### config.mk
export PLATFORM = sky130hd
export DESIGN_NAME = tea_iter_core
export DESIGN_NICKNAME = d
export VERILOG_FILES = /design/src/rtl/tea_pkg.sv /design/src/rtl/tea_round.sv /design/src/rtl/tea_iter_core.sv
export SDC_FILE = /design/constraint.sdc
export NUM_CORES = 2
export LEC_CHECK = 0
export ABC_AREA = 1
export CELL_PAD_IN_SITES_DETAIL_PLACEMENT = 1
export CELL_PAD_IN_SITES_GLOBAL_PLACEMENT = 1
export CORE_MARGIN = 2
export CORE_UTILIZATION = 44
export DETAILED_ROUTE_END_ITERATION = 12
export PLACE_DENSITY_LB_ADDON = 0.1
export SETUP_SLACK_MARGIN = 0.3
export SYNTH_ARGS = -nofsm -noshare
export SYNTH_HDL_FRONTEND = slang
export SYNTH_SLANG_ARGS = --single-unit
### constraint.sdc
create_clock -name clk -period 9 [get_ports clk]
set_input_delay 1.8 -clock clk [delete_from_list [all_inputs] [get_ports clk]]
set_output_delay 1.8 -clock clk [all_outputs]
set_load 0.05 [all_outputs]
### src/rtl/tea_pkg.sv
// Shared types, constants and helpers for the iterative TEA engine.
package tea_pkg;

    localparam int unsigned WORD_W        = 32;
    localparam logic [31:0] DELTA_DEFAULT = 32'h9E3779B9;

    typedef enum logic [1:0] {
        IDLE = 2'd0,
        RUN  = 2'd1,
        DONE = 2'd2
    } tea_state_t;

    // Starting sum for decryption: delta * rounds, wrapped to 32 bits.
    function automatic logic [WORD_W-1:0] tea_sum_init(
        input int unsigned       rounds,
        input logic [WORD_W-1:0] delta
    );
        logic [2*WORD_W-1:0] w_prod;
        w_prod = (2*WORD_W)'(delta) * (2*WORD_W)'(rounds);
        return w_prod[WORD_W-1:0];
    endfunction

    // TEA mixing term: ((x<<4)+ka) ^ (x+s) ^ ((x>>5)+kb), logical shifts.
    function automatic logic [WORD_W-1:0] tea_mix(
        input logic [WORD_W-1:0] x,
        input logic [WORD_W-1:0] s,
        input logic [WORD_W-1:0] ka,
        input logic [WORD_W-1:0] kb
    );
        return ((x << 4) + ka) ^ (x + s) ^ ((x >> 5) + kb);
    endfunction

endpackage

### src/rtl/tea_round.sv
// One full TEA Feistel cycle (two half-rounds), purely combinational.
module tea_round
    import tea_pkg::*;
#(
    parameter logic [31:0] DELTA = DELTA_DEFAULT
) (
    input  logic [WORD_W-1:0] i_a,
    input  logic [WORD_W-1:0] i_b,
    input  logic [WORD_W-1:0] i_sum,
    input  logic [WORD_W-1:0] i_k0,
    input  logic [WORD_W-1:0] i_k1,
    input  logic [WORD_W-1:0] i_k2,
    input  logic [WORD_W-1:0] i_k3,
    input  logic              i_decrypt,
    output logic [WORD_W-1:0] o_a,
    output logic [WORD_W-1:0] o_b,
    output logic [WORD_W-1:0] o_sum
);

    logic [WORD_W-1:0] w_sum_enc;
    logic [WORD_W-1:0] w_sum_dec;
    logic [WORD_W-1:0] w_a_enc;
    logic [WORD_W-1:0] w_b_enc;
    logic [WORD_W-1:0] w_a_dec;
    logic [WORD_W-1:0] w_b_dec;

    // Encrypt advances the sum first and updates a before b.
    assign w_sum_enc = i_sum + DELTA;
    assign w_a_enc   = i_a + tea_mix(i_b, w_sum_enc, i_k0, i_k1);
    assign w_b_enc   = i_b + tea_mix(w_a_enc, w_sum_enc, i_k2, i_k3);

    // Decrypt undoes b then a with the current sum, then retreats the sum.
    assign w_b_dec   = i_b - tea_mix(i_a, i_sum, i_k2, i_k3);
    assign w_a_dec   = i_a - tea_mix(w_b_dec, i_sum, i_k0, i_k1);
    assign w_sum_dec = i_sum - DELTA;

    assign o_a   = i_decrypt ? w_a_dec   : w_a_enc;
    assign o_b   = i_decrypt ? w_b_dec   : w_b_enc;
    assign o_sum = i_decrypt ? w_sum_dec : w_sum_enc;

endmodule

### src/rtl/tea_iter_core.sv
// Iterative TEA encrypt/decrypt engine: one Feistel cycle per clock,
// valid/ready on both sides, result held in DONE until consumed.
module tea_iter_core
    import tea_pkg::*;
#(
    parameter int unsigned ROUNDS = 32,
    parameter logic [31:0] DELTA  = DELTA_DEFAULT
) (
    input  logic              clk,
    input  logic              reset,
    input  logic              in_valid,
    output logic              in_ready,
    input  logic              decrypt,
    input  logic [WORD_W-1:0] v1,
    input  logic [WORD_W-1:0] v2,
    input  logic [WORD_W-1:0] key1,
    input  logic [WORD_W-1:0] key2,
    input  logic [WORD_W-1:0] key3,
    input  logic [WORD_W-1:0] key4,
    output logic              out_valid,
    input  logic              out_ready,
    output logic [WORD_W-1:0] v1_out,
    output logic [WORD_W-1:0] v2_out,
    output logic              busy
);

    localparam int unsigned       CNT_W    = $clog2(ROUNDS + 1);
    localparam logic [CNT_W-1:0]  LAST_CNT = CNT_W'(ROUNDS - 1);
    localparam logic [WORD_W-1:0] SUM_DEC0 = tea_sum_init(ROUNDS, DELTA);

    tea_state_t         r_state;
    tea_state_t         w_state_nxt;
    logic               w_accept;
    logic               w_run;
    logic               w_last;
    logic               w_release;

    logic [CNT_W-1:0]   r_cnt;
    logic [WORD_W-1:0]  r_sum;
    logic [WORD_W-1:0]  r_a;
    logic [WORD_W-1:0]  r_b;
    logic [WORD_W-1:0]  r_k0;
    logic [WORD_W-1:0]  r_k1;
    logic [WORD_W-1:0]  r_k2;
    logic [WORD_W-1:0]  r_k3;
    logic               r_decrypt;
    logic               r_out_valid;
    logic [WORD_W-1:0]  r_v1_out;
    logic [WORD_W-1:0]  r_v2_out;

    logic [WORD_W-1:0]  w_a_nxt;
    logic [WORD_W-1:0]  w_b_nxt;
    logic [WORD_W-1:0]  w_sum_nxt;

    tea_round #(
        .DELTA(DELTA)
    ) u_round (
        .i_a      (r_a),
        .i_b      (r_b),
        .i_sum    (r_sum),
        .i_k0     (r_k0),
        .i_k1     (r_k1),
        .i_k2     (r_k2),
        .i_k3     (r_k3),
        .i_decrypt(r_decrypt),
        .o_a      (w_a_nxt),
        .o_b      (w_b_nxt),
        .o_sum    (w_sum_nxt)
    );

    // State register.
    always_ff @(posedge clk) begin
        if (reset) begin
            r_state <= IDLE;
        end else begin
            r_state <= w_state_nxt;
        end
    end

    // Next-state decode and datapath strobes.
    always_comb begin
        w_state_nxt = r_state;
        w_accept    = 1'b0;
        w_run       = 1'b0;
        w_last      = 1'b0;
        w_release   = 1'b0;
        case (r_state)
            IDLE: begin
                if (in_valid) begin
                    w_accept    = 1'b1;
                    w_state_nxt = RUN;
                end
            end
            RUN: begin
                w_run = 1'b1;
                if (r_cnt == LAST_CNT) begin
                    w_last      = 1'b1;
                    w_state_nxt = DONE;
                end
            end
            DONE: begin
                if (r_out_valid && out_ready) begin
                    w_release   = 1'b1;
                    w_state_nxt = IDLE;
                end
            end
            default: begin
                w_state_nxt = IDLE;
            end
        endcase
    end

    // Block capture, round iteration and result register.
    always_ff @(posedge clk) begin
        if (reset) begin
            r_cnt       <= '0;
            r_sum       <= '0;
            r_a         <= '0;
            r_b         <= '0;
            r_k0        <= '0;
            r_k1        <= '0;
            r_k2        <= '0;
            r_k3        <= '0;
            r_decrypt   <= 1'b0;
            r_out_valid <= 1'b0;
            r_v1_out    <= '0;
            r_v2_out    <= '0;
        end else begin
            if (w_accept) begin
                r_a       <= v1;
                r_b       <= v2;
                r_k0      <= key1;
                r_k1      <= key2;
                r_k2      <= key3;
                r_k3      <= key4;
                r_decrypt <= decrypt;
                r_sum     <= decrypt ? SUM_DEC0 : '0;
                r_cnt     <= '0;
            end
            if (w_run) begin
                r_a   <= w_a_nxt;
                r_b   <= w_b_nxt;
                r_sum <= w_sum_nxt;
                r_cnt <= r_cnt + CNT_W'(1);
            end
            if (w_last) begin
                r_v1_out    <= w_a_nxt;
                r_v2_out    <= w_b_nxt;
                r_out_valid <= 1'b1;
            end
            if (w_release) begin
                r_out_valid <= 1'b0;
            end
        end
    end

    assign in_ready  = (r_state == IDLE);
    assign busy      = (r_state != IDLE);
    assign out_valid = r_out_valid;
    assign v1_out    = r_v1_out;
    assign v2_out    = r_v2_out;

endmodule

==> run summary, run 1 <==
The H-tree was split into 2 levels. The critical endpoint after global-route timing repair is r_b[28]$_SDFFE_PP0P_/D. Entering global routing, the biggest net connects 121 pins. Of all flip-flops after synthesis, the portion carrying an async set or reset was 0%. The commonest cells after synthesis are nand2_1 (1235), inv_1 (610), a21oi_1 (546), nor2_1 (523), ha_1 (482). The number of nets produced by synthesis was 6584; the Yosys warning count was 0. CTS placed an instance of clkbuf_16 at the clock tree root. The synthesized netlist contains 71 unique library cells. After the last repair the worst path ends at a register input. The fraction of post-synthesis cell area in the top cell type by area works out to 15.42%.

Worst slack at placement: -0.4817 ns. Global routing finished with a remaining overflow of 10. Synthesis handed over a netlist of 5889 instances. The largest total area in the synthesized netlist belongs to ha_1. The most common cell in the synthesized netlist is nand2_1.

The flow did not finish. The placed instances occupy a cell area of 49090 µm². Number of antenna violations at the first check in global routing: 39.

The half-perimeter wire length after detailed placement is 174800 µm, and the CTS buffer count is 38. TritonCTS sink count: 298. The tools report the number of top-level pins as 264. The tool reported: "[ERROR GRT-0232] Routing congestion too high. Check the congestion heatmap in the GUI". The horizontal die dimension is 302.1 µm, and the total of flip-flops plus latches after synthesis is 298. In the global route stage, overall resource usage came out at 67.11%. The clock passes through at most 3 buffers. Dominant register cell in the synthesized netlist: dfxtp_1.

The mapped netlist covers 39110 µm². In this run, synthesis inferred 0 flip-flops with an integrated enable. Ranked by total cell area, the synthesized netlist is headed by ha_1 (15%), dfxtp_1 (15%), nand2_1 (12%). The floorplan step set the die height to 302.1 µm. The tools report the register area share after synthesis as 15.25%. The synthesized area per cell was 6.641 µm².

It got as far as global routing (5_1_grt) and failed there. The starting density of the core came out at 44.32%. Number of cell rows: 109. The tools report the final weighted congestion in routability-driven placement as 1.047.

During placement, the flow inserted port buffers numbering 263.
[per-layer routing]
| layer | GRT usage [%] | overflow |
|---|---|---|
| met5 | 16.67 | 0 |
| met2 | 86.59 | 8 |
| met4 | 61.36 | 2 |
| met3 | 45.95 | 0 |
| met1 | 70.77 | 0 |
[logic make-up after synthesis]
logic type	count (synthesis)	synth area share, %
flops	298	15.25
simple gates	2195	23.43
buf+inv	764	7.486
compound gates	1466	22.59
xor+xnor	668	14.99
fa+ha+maj	498	16.24
[metrics by stage]
| stage | instances | utilization, % | hold slack [ns] |
|---|---|---|---|
| after CTS | 8136 | 58.52 | 0.4796 |
| after detailed placement | 8032 | 55.63 | 0.4658 |
| after global placement | 8032 | 55.63 | 0.4511 |
| after floorplan | 5889 | - | 0.4538 |
[timing repair]
| action | in CTS |
|---|---|
| pin swaps | 94 |
| setup buffers | 36 |
| hold buffers | 0 |
| endpoints found under the hold margin | 0 |
| setup endpoints to repair | 35 |
| resized for setup | 199 |
==> run 2, diff against run 1 <==
- CELL_PAD_IN_SITES_DETAIL_PLACEMENT: 1 -> unset
- CELL_PAD_IN_SITES_GLOBAL_PLACEMENT: 1 -> unset
- CORE_UTILIZATION: 44 -> 38
- PLACE_DENSITY_LB_ADDON: 0.1 -> 0.15
- SETUP_SLACK_MARGIN: 0.3 -> unset
==> run summary, run 2 <==
For the register area share after synthesis, the log shows 15.25% (unchanged). Using the TritonRoute via totals, the vias-per-cell ratio works out to 5.212. For the worst flop-to-flop path, the logic depth is 49.

Global routing consumed, over all layers together, 36.37% of the routing resources. The count of port buffers added during placement came out at 263 (unchanged). Of all nets on the critical path, the largest fanout is 5.

The vertical extent of the die was 324.8 µm (was 302.1 µm); the pin count of the biggest net entering global routing was 103. For the via count, the log shows 45461. Number of buffers between clock root and the deepest sink: 3 (unchanged). The final hold violation count was 0; the total placed instance area was 52260 µm² (was 49090 µm²).

On the critical path, the stage with the largest delay is an instance of fa_1. The transition time at the pin with the least slew margin was 1.080 ns. The headroom to the max-slew limit came out at 27.99%. Most frequent standard cell in the layout excluding fill and tap cells: buf_4.

Startpoint of the most critical setup path: r_sum[0]$_SDFFE_PP0P_. The tools report the number of max-slew violations in the final report as 0. Counting instances, the worst hold path has a depth of 2. The cell that appears most often on the critical path is nand2_1.

The share of layout cells above drive strength 1 works out to 26.04%. TritonCTS built the clock tree. The total of flip-flops plus latches after synthesis is 298 (unchanged). With fillers left out, the area of the finished cells amounts to 56040 µm².

From synthesis to final layout, the design area changed by 43.28%. The tools report the worst slack at placement as -0.3266 ns (was -0.4817 ns). The tools report the core region area as 101900 µm². For the number of H-tree branching levels, the log shows 2 (unchanged). The tools report the TritonCTS sink count as 298 (unchanged).

STA classifies the critical path startpoint as a register. List of most frequent post-synthesis cells: nand2_1 (1235), inv_1 (610), a21oi_1 (546), nor2_1 (523), ha_1 (482) (unchanged). The run gives 0 (unchanged) as the total of hold buffers inserted after clock tree synthesis. For this run, design rule violations remaining after detail routing come to 0.

After clock tree synthesis, the clock-pin slew on the worst setup and hold paths is 0.07 ns. Dominant cell type by area after synthesis: ha_1 (unchanged). The number of antenna violations at the first check in global routing was 6; the final net count was 8019. The global-route wire length before repair is 284500 µm.

Leaving out fill and tap cells, the most frequent cells in the layout are buf_4 (1251), nand2_1 (1177), inv_1 (592). The number of violations of the max-capacitance limit was 0. Worst setup path category: reg -> reg.

CTS buffer count: 40 (was 38). The tools report the number of nets produced by synthesis as 6584 (unchanged). The xor/xnor share of the synthesized area was 14.99% (unchanged). The critical path runs through a total of 49 cells. After layout, the worst setup slack is 0.3454 ns. The proportion of synthesized flip-flops having asynchronous set or reset works out to 0% (unchanged). The total detailed-routing wirelength is 200100 µm. The number of cell rows was 117 (was 109). For the number of top-level pins, the log shows 264 (unchanged). In this design, the stage delay of the slowest critical-path cell is 0.43 ns. In this design, the largest share of critical-path delay is due to simple AND/OR/NAND/NOR gates. The critical path data arrival time is 9.23 ns. Before antenna repair, the detailed router went through 6 iterations. The adder and majority gate portion of the synthesized area was 16.24% (unchanged); the synthesized area per cell was 6.641 µm² (unchanged).

The ratio of final minimum period to clock period was 96.16%; the multiplexer share of the synthesized area was 0% (unchanged). The dominant register cell in the synthesized netlist is dfxtp_1 (unchanged). STA classifies the critical path endpoint as a register.

The number of flops mapped to enable cells by yosys came out at 0 (unchanged). The required time of the critical path is 9.58 ns, and the number of failing setup endpoints in the final timing report is 0. The worst-skew pair later-pin latency was 0.66 ns. The most instantiated library cell after synthesis was nand2_1 (unchanged). The number of instances in the synthesized netlist came out at 5889 (unchanged).

Dominant cells by area after synthesis: ha_1 (15%), dfxtp_1 (15%), nand2_1 (12%) (unchanged). Global routing finished with a remaining overflow of 0. The worst path needs 8.655 ns of the cycle, external delays included.

The fraction of post-synthesis cell area in the top cell type by area was 15.42% (unchanged); the number of nets with antenna violations after routing was 0. The half-perimeter wire length after detailed placement came out at 170000 µm (was 174800 µm). For the post-synthesis instance area, the log shows 39110 µm² (unchanged).

The post-synthesis compound-gate area fraction is 22.59% (unchanged). The tools report the starting density of the core as 38.39% (was 44.32%). The clock arrives with 0.04583 ns of skew. The startpoint of the most critical hold path was v2_out[0]$_SDFFE_PP0P_. Together, buffers and inverters on the worst path number 8. The number of antenna diodes in the final layout is 0.

The final weighted congestion in routability-driven placement is 0.9880 (was 1.047), and the peak clock frequency supported by timing is 0.1155 GHz. The clock root buffer was clkbuf_16 (unchanged). The startpoint identified for the worst register-to-register timing path is r_sum[0]$_SDFFE_PP0P_. The number of global-route vias before repair came out at 42357. Horizontal die dimension: 324.8 µm (was 302.1 µm). The share of synthesized cell area in and, or, nand and nor gates was 23.43% (unchanged); the violation count after the first detailed-route iteration was 3732. The run finished with clean final reports.

The full die area was 105500 µm²; the Yosys warning count was 0 (unchanged). The dominant combinational cell family by area after synthesis is simple AND/OR/NAND/NOR gates (unchanged). The number of library cell types mapped by synthesis is 71 (unchanged), and the final routed wire length divided by cell count is 22.94 µm. The tightest min-delay check is of the reg -> reg type.
-- run 2: cell counts after synthesis --
No cell type changed its count.
-- run 2: per-stage QoR --
stage | util (%) | setup TNS [ns] | hold slack (ns) | instances
after detailed placement | 51.29 | -1.612 | 0.4527 | 8617
after global routing | 55.00 | -0.3559 | 0.4877 | 8723
after global placement | 51.29 | -0.6739 | 0.4520 | 8617
after CTS | 52.80 | 0 | 0.4672 | 8691
after floorplan | - | 0 | 0.4538 | 5889
final | 55.00 | 0 | 0.4631 | 8723
-- run 2: area by class of cell --
cell class / instances / area, µm²
Tap cell: 1368 / 1712
Fill cell: 10338 / 45850
Timing Repair Buffer: 1527 / 12250
Sequential cell: 298 / 5984
Clock inverter: 22 / 264.0
Multi-Input combinational cell: 4827 / 32320
Clock buffer: 51 / 1132
Inverter: 630 / 2377
-- run 2: layer usage --
metal / up-vias / share of wire [%] / GRT usage (%)
met3: 314 / 5.8 / 4.678
li1: 22700 / - / -
met4: 0 / 5.9 / 18.14
met2: 1416 / 42 / 55.94
met1: 21031 / 46 / 49.83
met5: - / 0 / 0
-- run 2: worst reg2reg max path: cells and delay by family, from the launching register on --
family / cells / cell delay, ns
AO/OA/AOI/OAI: 11 / 1.85
XOR/XNOR: 5 / 0.95
adder cells (fa/ha/maj): 5 / 1.62
buffers and inverters: 8 / 1.00
flip-flops: 1 / 0.35
AND/OR/NAND/NOR: 20 / 2.81
-- run 2: repair_timing --
| action | in CTS | in global routing |
|---|---|---|
| setup endpoints to repair | 10 | 44 |
| pin swaps | 7 | 157 |
| hold endpoints to repair | 0 | 0 |
| buffers inserted | 1 | 36 |
| gates resized for setup | 24 | 415 |
-- run 2: cell families (layout without fill, tap and decap cells) --
group / after synthesis / in the layout
AO/OA/AOI/OAI: 1466 / 1466
XOR/XNOR: 668 / 668
adder cells (fa/ha/maj): 498 / 498
buffers and inverters: 764 / 2230
flip-flops: 298 / 298
AND/OR/NAND/NOR: 2195 / 2195
-- run 2: final timing paths --
kind                            slack (ns)                endpoint
worst max-delay path                  0.35    r_a[31]$_SDFFE_PP0P_
worst max register to register        0.35    r_a[31]$_SDFFE_PP0P_
worst min-delay path                  0.46  v2_out[0]$_SDFFE_PP0P_
worst min register to register        0.46  v2_out[0]$_SDFFE_PP0P_
Power of run 2 is not shown: default switching activity piles up to over one toggle a cycle in this logic, so the estimate is an artifact.
